## config.mk

```make
export PLATFORM = sky130hd
export DESIGN_NAME = vram_fetch_arbiter
export DESIGN_NICKNAME = d
export VERILOG_FILES = /design/src/rtl/vram_fetch_arbiter.sv
export SDC_FILE = /design/constraint.sdc
export NUM_CORES = 1
export LEC_CHECK = 0
export ABC_AREA = 1
export BUFFER_PORTS_ARGS = -buffer_cell sky130_fd_sc_hd__buf_2
export CORE_MARGIN = 2
export CORE_UTILIZATION = 53
export CTS_CLUSTER_DIAMETER = 200
export DETAILED_ROUTE_END_ITERATION = 8
export HOLD_SLACK_MARGIN = 0.15
export PLACE_DENSITY = 0.89
export REMOVE_ABC_BUFFERS = 1
export SLEW_MARGIN = 20
export SYNTH_ARGS = -nofsm -noshare
export SYNTH_HDL_FRONTEND = slang
export SYNTH_SLANG_ARGS = --single-unit
```

## constraint.sdc

```tcl
create_clock -name clk -period 2.2 [get_ports clk]
set_clock_uncertainty 0.05 [all_clocks]
set_input_delay 0.44 -clock clk [delete_from_list [all_inputs] [get_ports clk]]
set_output_delay 0.44 -clock clk [all_outputs]
set_load 0.01 [all_outputs]
```

## src/rtl/vram_fetch_arbiter.sv

```systemverilog
// Video memory arbiter: prefetches the next visible line into a double-buffered line buffer during
// horizontal blanking and interleaves CPU accesses under a fairness quota. Define VRAM_UNDERRUN_CNT_EN to add underrun_cnt.
module vram_fetch_arbiter #(
  parameter int H_DISPLAY = 800,
  parameter int V_DISPLAY = 600,
  parameter int V_LAST    = 666,
  parameter int WORDS     = 200,
  parameter int ADDR_W    = 18,
  parameter int DATA_W    = 16,
  parameter int FAIR      = 8
) (
  input  logic                   clk,
  input  logic                   rst_n,
  input  logic [10:0]            counterX,
  input  logic [9:0]             counterY,
  input  logic [ADDR_W-1:0]      fb_base,
  input  logic                   cpu_req,
  input  logic                   cpu_we,
  input  logic [ADDR_W-1:0]      cpu_addr,
  input  logic [DATA_W-1:0]      cpu_wdata,
  output logic                   cpu_ack,
  output logic [DATA_W-1:0]      cpu_rdata,
  output logic                   mem_req,
  output logic                   mem_we,
  output logic [ADDR_W-1:0]      mem_addr,
  output logic [DATA_W-1:0]      mem_wdata,
  input  logic                   mem_ack,
  input  logic [DATA_W-1:0]      mem_rdata,
  output logic                   lb_we,
  output logic [$clog2(WORDS):0] lb_addr,
  output logic [DATA_W-1:0]      lb_wdata,
  output logic                   lb_rd_bank,
  output logic                   underrun,
  input  logic                   underrun_clr
`ifdef VRAM_UNDERRUN_CNT_EN
  ,
  output logic [7:0]             underrun_cnt
`endif
);

  localparam int WI_W = $clog2(WORDS);
  localparam int FC_W = $clog2(FAIR + 1);

  typedef enum logic [1:0] {IDLE, FETCH, CPU} state_t;

  state_t            state;
  logic              fetch_pending;
  logic              fetch_done;
  logic              discard;
  logic [FC_W-1:0]   fair_cnt;
  logic [ADDR_W-1:0] line_addr;
  logic [WI_W-1:0]   word_idx;
  logic [9:0]        target_line;

  logic       trigger;
  logic [9:0] target;
  logic       target_vis;
  logic       disp_start;
  logic       late;
  logic       underrun_evt;
  logic       grant_fetch;
  logic       grant_cpu;

  assign trigger      = (counterX == 11'(H_DISPLAY));
  assign target       = (counterY == 10'(V_LAST)) ? 10'd0 : counterY + 10'd1;
  assign target_vis   = (target < 10'(V_DISPLAY));
  assign disp_start   = (counterX == 11'd0) && (counterY == target_line);
  assign late         = disp_start && fetch_pending;
  assign underrun_evt = late || (trigger && fetch_pending);
  assign grant_fetch  = fetch_pending && ((fair_cnt < FC_W'(FAIR)) || !cpu_req);
  // cpu_ack gating keeps a still-held request from being granted twice
  assign grant_cpu    = cpu_req && !cpu_ack && (!fetch_pending || (fair_cnt >= FC_W'(FAIR)));

  always_ff @(posedge clk or negedge rst_n) begin
    if (!rst_n) begin
      state         <= IDLE;
      fetch_pending <= 1'b0;
      fetch_done    <= 1'b0;
      discard       <= 1'b0;
      fair_cnt      <= '0;
      line_addr     <= '0;
      word_idx      <= '0;
      target_line   <= '0;
      cpu_ack       <= 1'b0;
      cpu_rdata     <= '0;
      mem_req       <= 1'b0;
      mem_we        <= 1'b0;
      mem_addr      <= '0;
      mem_wdata     <= '0;
      lb_we         <= 1'b0;
      lb_addr       <= '0;
      lb_wdata      <= '0;
      lb_rd_bank    <= 1'b1;
      underrun      <= 1'b0;
    end else begin
      lb_we   <= 1'b0;
      cpu_ack <= 1'b0;
      case (state)
        IDLE: begin
          // Line pointers move on trigger/display-start cycles, so no fetch is launched then
          if (grant_fetch && !trigger && !late) begin
            state     <= FETCH;
            mem_req   <= 1'b1;
            mem_we    <= 1'b0;
            mem_addr  <= line_addr + ADDR_W'(word_idx);
            mem_wdata <= '0;
          end else if (grant_cpu) begin
            state     <= CPU;
            mem_req   <= 1'b1;
            mem_we    <= cpu_we;
            mem_addr  <= cpu_addr;
            mem_wdata <= cpu_wdata;
          end
        end
        FETCH: begin
          if (mem_ack) begin
            state   <= IDLE;
            mem_req <= 1'b0;
            discard <= 1'b0;
            if (fair_cnt < FC_W'(FAIR)) fair_cnt <= fair_cnt + FC_W'(1);
            if (!discard) begin
              lb_we    <= !underrun_evt;
              lb_addr  <= {~lb_rd_bank, word_idx};
              lb_wdata <= mem_rdata;
              word_idx <= word_idx + WI_W'(1);
              if (word_idx == WI_W'(WORDS - 1)) begin
                fetch_pending <= 1'b0;
                fetch_done    <= 1'b1;
              end
            end
          end
        end
        CPU: begin
          if (mem_ack) begin
            state     <= IDLE;
            mem_req   <= 1'b0;
            cpu_ack   <= 1'b1;
            cpu_rdata <= mem_rdata;
            fair_cnt  <= '0;
          end
        end
        default: state <= IDLE;
      endcase

      if (disp_start && !fetch_pending && fetch_done) begin
        lb_rd_bank <= ~lb_rd_bank;
        fetch_done <= 1'b0;
      end

      // Abandoned line: an access still in flight completes but its data is thrown away
      if (underrun_evt) begin
        fetch_pending <= 1'b0;
        fetch_done    <= 1'b0;
        if (state == FETCH && !mem_ack) discard <= 1'b1;
      end

      if (trigger) begin
        line_addr <= (target == 10'd0) ? fb_base : line_addr + ADDR_W'(WORDS);
        if (target_vis) begin
          fetch_pending <= 1'b1;
          fetch_done    <= 1'b0;
          word_idx      <= '0;
          target_line   <= target;
        end
      end

      if (underrun_evt)      underrun <= 1'b1;
      else if (underrun_clr) underrun <= 1'b0;
    end
  end

`ifdef VRAM_UNDERRUN_CNT_EN
  always_ff @(posedge clk or negedge rst_n) begin
    if (!rst_n) begin
      underrun_cnt <= '0;
    end else if (underrun_evt) begin
      if (underrun_clr)                underrun_cnt <= 8'd1;
      else if (underrun_cnt != 8'hFF)  underrun_cnt <= underrun_cnt + 8'd1;
    end else if (underrun_clr) begin
      underrun_cnt <= '0;
    end
  end
`endif

endmodule

```

; Word-level counts from Yosys, hierarchy flattened
; Index checks and enable logic that the tools add are counted.
[word_totals]
ff_bits = 126
output_inout_bits = 81
elab_cells = 127
inputBits = 95
[op_classes]
addsub = 5
reduce_logical = 36
muxes = 51
magnitude_cmp = 3
eq_ne = 11
bitwise_logic = 2
[op_table]
columns = operator, n
row1 = $mux 18, 3
row2 = $mux 8, 5
row3 = $mux 16, 2
row4 = $mux 1, 31
row5 = $add 18x8->18, 1
row6 = $add 18x8->18 const B, 1
row7 = $mux 4, 3
row8 = $eq 11x10->1 const B, 1
row9 = $logic_and 1x1->1, 11
row10 = $logic_not 11->1, 1
row11 = $add 10x1->10 const B, 1
row12 = $eq 10x10->1, 1
row13 = $eq 10x10->1 const B, 1
row14 = $logic_not 10->1, 1
row15 = $lt 10x10->1 const B, 1
row16 = $mux 10, 1
row17 = $add 8x1->8 const B, 1
row18 = $eq 8x8->1 const B, 1
row19 = $pmux 4 s2, 1
row20 = $reduce_and 2->1, 4
row21 = $reduce_bool 2->1, 4
row22 = $logic_not 1->1, 7
row23 = $mux 2, 3
row24 = $ne 2x2->1 const B, 3
row25 = other kinds (15), 19

; Logic depth before layout (Yosys ltp)
; Gate-level depths: netlist of run 1.
[depth]
depth_word = 9
ltp_mapped = 14
ltp_nobuf = 13

; Worst setup path after synthesis of run 1
; OpenSTA, ideal clock, no wires.
[synth_timing]
path_kind = input port to flip-flop
start = input port counterY[0]
end = register line_addr[11]
path_stages = 12
n_path_buf = 1
path_slack_ps = 266
t_arrival_ps = 1767
t_required_ps = 2033
path_cell_list = inv_1 ha_1 nand2_1 nor2_1 nand3_4 clkinv_1 nor2_2 nor2_4 buf_4 nand4_1 nand3_1 nand2_1
[synth_between]
elab_chain_cells = 4
[synth_rtl]
columns = element, line
row1 = from (decl), 15  ; input logic [9:0] counterY,
row2 = $add 10x1->10 / $eq 10x10->1 (equally long branches), 65  ; assign target = (counterY == 10'(V_LAST)) ? 10'd0 : counterY + 10'd1;
row3 = $mux 10 *, 65
row4 = $logic_not 10->1 *, 158  ; line_addr <= (target == 10'd0) ? fb_base : line_addr + ADDR_W'(WORDS);
row5 = $mux 18 *, 158
row6 = to (signal assigned), 158
row7 = to (decl), 51  ; logic [ADDR_W-1:0] line_addr;
; Every way passes the cells marked *; elsewhere a longest branch is shown, timed or not.
; A chain may end at the register's enable or synchronous reset.

; Worst setup path after layout of run 1
[layout_timing]
start = register word_idx[0]
end = register mem_addr[8]
[layout_between]
elab_chain_cells = 2
[layout_rtl]
columns = element, line
row1 = from (decl), 52  ; logic [WI_W-1:0] word_idx;
row2 = from (signal assigned), 125  ; word_idx <= word_idx + WI_W'(1);
row3 = $add 18x8->18, 105  ; mem_addr <= line_addr + ADDR_W'(word_idx);
row4 = $mux 18, 101  ; if (grant_fetch && !trigger && !late) begin
row5 = to (signal assigned), 105
row6 = to (signal assigned), 111  ; mem_addr <= cpu_addr;
row7 = to (decl), 25  ; output logic [ADDR_W-1:0] mem_addr,
; Every way passes these cells.

==> results.md, run 1 <==
- FF-to-FF setup slack: 0.18 ns
- Final hold vios: 0
- WP data required: 2.50 ns
- Die ar.: 14200 um2
- Post-synth top area share: 44.6%
- Synthesized flop and latch total: 126
- Reg2Reg Depth: 10
- Sw Share: 32.1%
- Clock Tree Buf Depth: 2
- Residual DRC: 0
- R2R Path End: mem_addr[8]
- Status: finished, final reports clean
- Area contributors post-synth: dfrtp_1 (45%), nand2_1 (19%), inv_1 (6.4%)
- HPWL Detailed: 12.3 mm
- Vias in the first global route: 6250
- Number of CTS-inserted buffers: 17
- CTS tree: done
- Layout Nets: 1240
- Worst reg2reg path startpoint: word_idx[0]
- Ports: 176
- H-tree levels: 4
- Initial core utilization: 53.7%
- Diode count: 0
- NetSw: 2610 uW
- Register area share after synthesis: 44.9%
- Cells after Synth: 938
- Clock share of power: 34.7%
- Int Pwr: 5540 uW
- RSZ-0062 raised after global routing: no
- Fin. max-slew vios: 0
- Hold path depth: 2
- Logic pwr share: 25.5%
- Total track usage: 25.0%
- Filler cells: 1097
- Top-count cell post-synth: nand2_1
- Worst setup EP type: flip-flop
- CTS root buf: clkbuf_16
- Synthesized area: 7020 um2
- Port Buf Inserts: 175
- Hold slack: 0.164 ns
- Drt first-iter violations: 429
- Skew-Pair Late Insertion Delay: 0.42 ns
- Fin crit share: 91.7%
- Worst-path clk slew: 0.06 ns
- Die Y: 119 um
- Worst VDD drop: 0.000654 V
- Worst slew margin: 64.2%
- Hold Startpoint: underrun_clr
- First-pass DRT Iterations: 5
- GP Congestion: 0.961
- Syn avg cell area: 7.48 um2
- Drt wl/cell: 12.9 um
- Leading area contributor after synthesis: dfrtp_1
- GR Overflow Total: 0
- Largest net degree at the start of global routing: 57
- Max-cap violations: 0
- Min-Delay Endpoint: underrun
- Num rows: 42
- TNS Setup: 0 ns
- Pwr per Cell Area: 928 nW/um2
- Fmax achieved: 496 MHz
- Clock Sinks: 126
- Worst Path Arrival: 2.32 ns
- Top FF cell, synth: dfrtp_1
- Via Count: 6575
- Min-Delay Path Class: input pin to flip-flop
- Vias per cell: 5.00
- Setup Viol. Count Final: 0
- Final ANT Viol Nets: 0
- CP Launch Type: flip-flop
- Leakage: 0.00503 uW
- Global-route wire length before repair: 28.3 mm
- Core footprint: 13100 um2
- Most frequent cells after synthesis: nand2_1 (356), dfrtp_1 (125), inv_1 (120), nand3_1 (66), o21ai_0 (56)
- Distinct cells, synth: 40
- Die width: 119 um
- Sequential share of power: 39.8%
- CP max FO: 9
- Worst-margin pin slew: 0.532 ns
- Async SR Flop Fraction: 100%
- Min Tclk post-route: 2.02 ns
- Share of layout cells above drive strength 1: 23.0%
- Post-synth EDFFs: 0
- Area Growth Syn to Fin: 25.1%
- Warnings from Yosys: 0
- Final WL: 17.0 mm
- WS Path Type: flip-flop to flip-flop
- Initial antenna violation count: 0
-- final cells by class --
cell class	instances	area (um2)	area share, %
Tap cell	176	220	2.51
Clock inverter	11	131	1.50
Timing Repair Buffer	195	1070	12.2
Sequential cell	126	3160	35.9
Clock buffer	21	480	5.47
Inverter	126	475	5.41
Multi-Input combinational cell	660	3250	37.0
-- power by group through the flow --
stage          clock network [uW]  registers, uW  logic (uW)
2_1_floorplan                   0           3520         849
3_3_place_gp                    0           3230        2030
3_5_place_dp                    0           3260        2090
4_1_cts                      2870           3240        2110
5_1_grt                      3000           3310        2360
6_report                     2830           3240        2080
-- sequential cells by signal, summed over array words and instances (netlist names), named ones only --
name / flops
mem_wdata: 16
fetch_pending: 1
mem_req: 1
lb_rd_bank: 1
state: 2
mem_addr: 18
cpu_ack: 1
line_addr: 18
word_idx: 8
lb_wdata: 16
underrun: 1
mem_we: 1
fair_cnt: 4
fetch_done: 1
lb_addr: 9
cpu_rdata: 16
target_line: 10
lb_we: 1
-- worst max path at each step --
| stage | slack, ns | to | start |
|---|---|---|---|
| floorplan | 0.05 | mem_addr[10] | counterX[7] |
| global placement | 0.1 | mem_addr[8] | word_idx[0] |
| detailed placement | -0.04 | line_addr[12] | counterY[0] |
| CTS | 0.0004 | mem_addr[8] | word_idx[0] |
| global route | 0.02 | word_idx[7] | state[1] |
| finish | 0.18 | mem_addr[8] | word_idx[0] |
-- worst max-delay path, cell delays in order (launching register included) --
cell and delay, ns:
dfrtp_2 0.45, ha_1 0.23, fa_2 0.36, nand3_1 0.09
nand2_1 0.12, nand4_1 0.16, nand2_4 0.11, xnor2_1 0.13
o21ai_0 0.14, nand2_1 0.07, nand2_1 0.06
-- metrics by stage --
| step | setup slack [ns] | std cells | util [%] | total power (uW) | instance area (um2) |
|---|---|---|---|---|---|
| 2_1_floorplan | 0.0545 | 912 | - | 4370 | 6870 |
| 3_3_place_gp | 0.0976 | 1282 | 62.3 | 5260 | 8150 |
| 3_5_place_dp | -0.0400 | 1282 | 62.3 | 5350 | 8150 |
| 4_1_cts | 0.000422 | 1315 | 67.0 | 8210 | 8770 |
| 5_1_grt | 0.0226 | 1315 | 67.1 | 8670 | 8780 |
| 6_report | 0.182 | 1315 | 67.1 | 8150 | 8780 |
-- layer usage --
| metal | vias up | GRT usage [%] | wire length [um] |
|---|---|---|---|
| met2 | 260 | 42.5 | 8310 |
| met3 | 38 | 5.22 | 1100 |
| met5 | - | 0 | 0 |
| met4 | 0 | 9.60 | 341 |
| li1 | 3303 | - | - |
| met1 | 2974 | 31.4 | 7210 |
-- cells by family (layout without fill, tap and decap cells) --
group,Yosys count,count (layout),synth area share [%]
compound gates,81,81,6.22
xor+xnor,29,29,3.62
fa+ha+maj,19,19,3.49
buf+inv,152,353,8.89
flops,126,126,44.9
simple gates,531,531,32.8
-- layout by cell type, fill, tap and decap left out, types with 17 or more instances in the layout --
cell type	netlist	final
ha_1	18	18
buf_4	7	17
o21ai_0	56	56
nor2_1	51	51
buf_2	8	174
xor2_1	18	18
clkbuf_16	0	17
inv_1	120	120
nand2_1	356	355
nand3_1	66	66
nand4_1	25	25
dfrtp_1	125	124
-- what timing repair did --
item | CTS | global route
setup endpoints to repair | 0 | 5
buffers inserted | 0 | 0
hold buffers | 1 | 0
endpoints found under the hold margin | 37 | 0
resized for setup | 0 | 4
Power figures use the tool's default switching activity.
==> run 2, diff against run 1 <==
--- a/config.mk
+++ b/config.mk
@@ -12,7 +12,7 @@
 export CTS_CLUSTER_DIAMETER = 200
 export DETAILED_ROUTE_END_ITERATION = 8
 export HOLD_SLACK_MARGIN = 0.15
-export PLACE_DENSITY = 0.89
+export PLACE_DENSITY = 0.9
 export REMOVE_ABC_BUFFERS = 1
 export SLEW_MARGIN = 20
 export SYNTH_ARGS = -nofsm -noshare
==> results.md, run 2 (same netlist as run 1, synthesis figures left out) <==
- Status: finished, final reports clean
- RSZ-0062 raised after global routing: no
- Post-CTS Repair Setup Buffers: 0
- Clock Tree Buf Depth: 2
- CTS tree: done
- Skew-Pair Late Insertion Delay: 0.42 ns
- Leakage: 0.00499 uW
- First-pass DRT Iterations: 7
- Core footprint: 13100 um2
- Final WL: 16.4 mm
- Int Pwr: 5430 uW
- Port Buf Inserts: 175
- Total track usage: 24.3%
- GR Overflow Total: 0
- Fin. max-slew vios: 0
- Worst slew margin: 64.6%
- CP max FO: 9
- TNS Setup: 0 ns
- Vias in the first global route: 6220
- Final hold vios: 0
- Pwr per Cell Area: 915 nW/um2
- Global-route wire length before repair: 27.8 mm
- FF-to-FF setup slack: 0.20 ns
- GP Congestion: 0.930
- Die Y: 119 um
- Fin crit share: 90.8%
- Die ar.: 14200 um2
- Num rows: 42
- Initial antenna violation count: 0
- Drt first-iter violations: 361
- Number of CTS-inserted buffers: 17
- Clock Sinks: 126
- Total power: 8000 uW
- Via Count: 6556
- CTS root buf: clkbuf_16
- Residual DRC: 0
- Sequential share of power: 40.3%
- Diode count: 0
- Share of layout cells above drive strength 1: 22.9%
- Die width: 119 um
- HPWL Detailed: 12.2 mm
- H-tree levels: 4
- Worst Path Arrival: 2.25 ns
- Logic pwr share: 25.8%
- Min-Delay Endpoint: underrun
- Area Growth Syn to Fin: 24.5%
- Reg2Reg Depth: 10
- Largest net degree at the start of global routing: 53
- Worst-margin pin slew: 0.526 ns
- Worst setup EP type: flip-flop
- Filler cells: 1066
- Initial core utilization: 53.7%
- Vias per cell: 4.99
- Sw Share: 32.1%
- Hold path depth: 2
- CP Launch Type: flip-flop
- Min-Delay Path Class: input pin to flip-flop
- Layout Nets: 1240
- WP data required: 2.45 ns
- Max-cap violations: 0
- R2R Path End: mem_addr[12]
- Most common cell after layout, fill and taps aside: nand2_1
- Fmax achieved: 501 MHz
- Drt wl/cell: 12.5 um
- Worst VDD drop: 0.000603 V
- Worst-path clk slew: 0.06 ns
- Ports: 176
- Clock share of power: 33.8%
- Worst reg2reg path startpoint: word_idx[0]
- Final ANT Viol Nets: 0
- Hold Startpoint: underrun_clr
- Top Registers: line_addr x18, mem_addr x18
- Min Tclk post-route: 2.00 ns
- NetSw: 2570 uW
- WS Path Type: flip-flop to flip-flop
- Commonest cells after routing, fill and taps aside: nand2_1 (355), buf_2 (174), dfrtp_1 (124), inv_1 (120), nand3_1 (66)
- Setup Viol. Count Final: 0
## run 2: worst max-delay path, cell delays in order, from the launching register on
cell and delay (ns):
dfrtp_2 0.44, ha_1 0.24, fa_2 0.37, nand3_1 0.10, nand2_1 0.11, nand4_1 0.15, nand2_4 0.11, nand3b_1 0.10
nand3_1 0.08, nand3_1 0.09, nand2_1 0.05
## run 2: power groups by stage
stage / logic (uW) / clock network (uW) / registers (uW)
final: 2070 / 2710 / 3230
after global routing: 2370 / 2850 / 3300
after CTS: 2090 / 2750 / 3230
after detailed placement: 2090 / 0 / 3250
after global placement: 2020 / 0 / 3240
after floorplan: 849 / 0 / 3520
## run 2: worst max-delay path by stage
| stage | from | to | slack, ns | depth (start not counted) |
|---|---|---|---|---|
| floorplan | counterX[7] | mem_addr[10] | 0.05 | 11 |
| global placement | word_idx[0] | mem_addr[8] | 0.11 | 10 |
| detailed placement | counterY[0] | line_addr[12] | 0.03 | 13 |
| CTS | word_idx[0] | mem_addr[8] | 0.05 | 10 |
| global route | word_idx[0] | mem_addr[8] | 0.03 | 10 |
| finish | word_idx[0] | mem_addr[12] | 0.20 | 10 |
## run 2: what timing repair did
action | in CTS | in global routing
hold buffers | 1 | 0
hold endpoints to repair | 26 | 0
setup endpoints to repair | 0 | 5
gates resized for setup | 0 | 5
## run 2: metal layers
| metal | track usage, % | vias to the layer above | routed length (um) |
|---|---|---|---|
| met5 | 0 | - | 0 |
| met4 | 7.96 | 0 | 331 |
| met3 | 5.80 | 25 | 1120 |
| met2 | 39.9 | 226 | 7800 |
| met1 | 31.6 | 2995 | 7180 |
| li1 | - | 3310 | - |
## run 2: cell type report
class | count | area [um2] | share of cell area (%)
multi-input combinational | 660 | 3250 | 37.2
sequential | 126 | 3160 | 36.1
timing repair buffer | 195 | 1060 | 12.1
inverter | 126 | 475 | 5.44
clock buffer | 19 | 443 | 5.07
tap | 176 | 220 | 2.52
clock inverter | 13 | 140 | 1.60
## run 2: per-stage QoR
stage / std cells / hold WS (ns) / util, % / cell area, um2 / worst slack, ns
after global placement: 1282 / 0.346 / 62.2 / 8140 / 0.108
after detailed placement: 1282 / 0.351 / 62.2 / 8140 / 0.0259
after floorplan: 912 / 0.0944 / - / 6870 / 0.0545
after global routing: 1315 / 0.171 / 66.8 / 8740 / 0.0329
final: 1315 / 0.171 / 66.8 / 8740 / 0.203
after CTS: 1315 / 0.156 / 66.7 / 8730 / 0.0521
==> run 3, diff against run 2 <==
--- a/config.mk
+++ b/config.mk
@@ -12,7 +12,7 @@
 export CTS_CLUSTER_DIAMETER = 200
 export DETAILED_ROUTE_END_ITERATION = 8
 export HOLD_SLACK_MARGIN = 0.15
-export PLACE_DENSITY = 0.9
+export PLACE_DENSITY = 0.8
 export REMOVE_ABC_BUFFERS = 1
 export SLEW_MARGIN = 20
 export SYNTH_ARGS = -nofsm -noshare
==> results.md, run 3 (same netlist as run 1, synthesis figures left out) <==
- Drt first-iter violations: 383
- GRT met1 Usage: 33.2%
- Die ar.: 14200 um2
- GP Congestion: 0.897
- FF-to-FF setup slack: 0.20 ns
- Skew-Pair Late Insertion Delay: 0.42 ns
- Worst reg2reg path startpoint: line_addr[0]
- Layout Nets: 1245
- Vias per cell: 4.87
- CP max stage cell: fa_1
- Number of CTS-inserted buffers: 17
- Area Growth Syn to Fin: 25.5%
- Final hold vios: 0
- Reg2Reg Depth: 10
- Worst-path clk slew: 0.06 ns
- WP data required: 2.50 ns
- Initial core utilization: 53.7%
- Top Registers: line_addr x18, mem_addr x18
- Pre-CTS WS: 0.0207 ns
- Final Cell Area: 8810 um2
- GR Util met3: 4.89%
- CTS root buf: clkbuf_16
- Clock Tree Buf Depth: 2
- Fmax achieved: 499 MHz
- CP Launch Type: flip-flop
- TNS Setup: 0 ns
- Worst Setup EP: mem_addr[8]
- Drt wl/cell: 12.3 um
- Filler cells: 1129
- Clock Sinks: 126
- R2R Path End: mem_addr[8]
- H-tree levels: 4
- Worst path max stage delay: 0.41 ns
- Port Buf Inserts: 175
- Total power: 8100 uW
- Met2 Track Usage GR: 38.8%
- RSZ-0062 raised after global routing: no
- Share of layout cells above drive strength 1: 23.0%
- Global-route wire length before repair: 28.0 mm
- Min-Delay Path Class: input pin to flip-flop
- Clock share of power: 34.4%
- PnR worst setup slack: 0.197 ns
- First-pass DRT Iterations: 5
- GR Overflow Total: 0
- Cell family with the largest share of critical-path delay: adder cells
- Critical path, cell by cell: ha_1 > fa_1 > nand3_1 > nand2_1 > nand4_1 > nand2_2 > xnor2_1 > o21ai_0 > nand2_1 > nand2_1
- Crit path depth: 10
- Worst setup EP type: flip-flop
- Num rows: 42
- CTS tree: done
- Fin. max-slew vios: 0
- Most Crowded Layer GR: met2
- Via Count: 6424
- Multi-input logic area: 3240 um2
- Vias in the first global route: 6069
- Most common cell after layout, fill and taps aside: nand2_1
- Status: finished, final reports clean
- Largest net degree at the start of global routing: 53
- Int Pwr: 5490 uW
- Final ANT Viol Nets: 0
- Placed Area: 8190 um2
- Post-CTS Repair Setup Buffers: 0
- Pwr per Cell Area: 920 nW/um2
- Final WL: 16.2 mm
- Diode count: 0
- WS Path Type: flip-flop to flip-flop
- Worst VDD drop: 0.000597 V
- Worst slew margin: 61.1%
- Initial antenna violation count: 0
- Ports: 176
- Hold slack: 0.179 ns
- Core footprint: 13100 um2
- Max-cap violations: 0
- Sw Share: 32.3%
- Commonest cells after routing, fill and taps aside: nand2_1 (355), buf_2 (174), dfrtp_1 (125), inv_1 (120), nand3_1 (66)
- Residual DRC: 0
- HPWL Detailed: 11.9 mm
- Register area: 3150 um2
- CP max FO: 9
- NetSw: 2610 uW
- Worst Path Arrival: 2.30 ns
- Most common cell on crit path: nand2_1
- Die Y: 119 um
- Fin crit share: 91.0%
- Total track usage: 24.3%
- CP Buf/Inv Count: 0
- Min Tclk post-route: 2.00 ns
- Leakage: 0.00504 uW
- Worst-margin pin slew: 0.584 ns
- Setup Viol. Count Final: 0
- Setup crit start: line_addr[0]
- Sequential share of power: 39.7%
- Die width: 119 um
- Logic pwr share: 25.9%
[run 3: power by group through the flow]
stage | Clock [uW] | Combinational, uW | Sequential (uW)
floorplan | 0 | 849 | 3520
global placement | 0 | 2060 | 3230
detailed placement | 0 | 2120 | 3250
CTS | 2830 | 2130 | 3220
global route | 2960 | 2390 | 3300
finish | 2790 | 2090 | 3220
[run 3: area by class of cell]
| type | instances | area share (%) |
|---|---|---|
| sequential | 126 | 35.8 |
| tap | 176 | 2.50 |
| timing repair buffer | 200 | 12.7 |
| multi-input combinational | 660 | 36.8 |
| clock buffer | 20 | 5.18 |
| clock inverter | 12 | 1.55 |
| inverter | 126 | 5.40 |
[run 3: metrics by stage]
step	instances	util (%)
floorplan	912	-
global placement	1286	62.6
detailed placement	1286	62.6
CTS	1320	67.3
global route	1320	67.3
finish	1320	67.3
[run 3: repair_timing]
item,4_1_cts,5_1_grt
hold buffers,2,0
hold endpoints to repair,38,0
endpoints found under the setup margin,0,4
resized for setup,0,1
[run 3: layer usage]
| metal | vias up | part of all wire (%) |
|---|---|---|
| met5 | - | 0 |
| met2 | 199 | 46 |
| met1 | 2889 | 47 |
| met4 | 0 | 1.8 |
| li1 | 3310 | - |
| met3 | 26 | 5.7 |
[run 3: worst min-delay path, delay by kind of cell]
kind / cells / cell delay, ns
buffers and inverters: 1 / 0.07
and+or+nand+nor: 2 / 0.09
[run 3: worst min-delay path by stage]
| stage | slack [ns] | depth (start not counted) | start | end |
|---|---|---|---|---|
| floorplan | 0.09 | 0 | rst_n | async pin |
| global placement | 0.40 | 2 | mem_addr[5] | mem_addr[5] |
| detailed placement | 0.40 | 2 | mem_wdata[3] | mem_wdata[3] |
| CTS | 0.17 | 3 | cpu_wdata[4] | mem_wdata[4] |
| global route | 0.17 | 3 | cpu_wdata[3] | mem_wdata[3] |
| finish | 0.18 | 3 | cpu_wdata[4] | mem_wdata[4] |
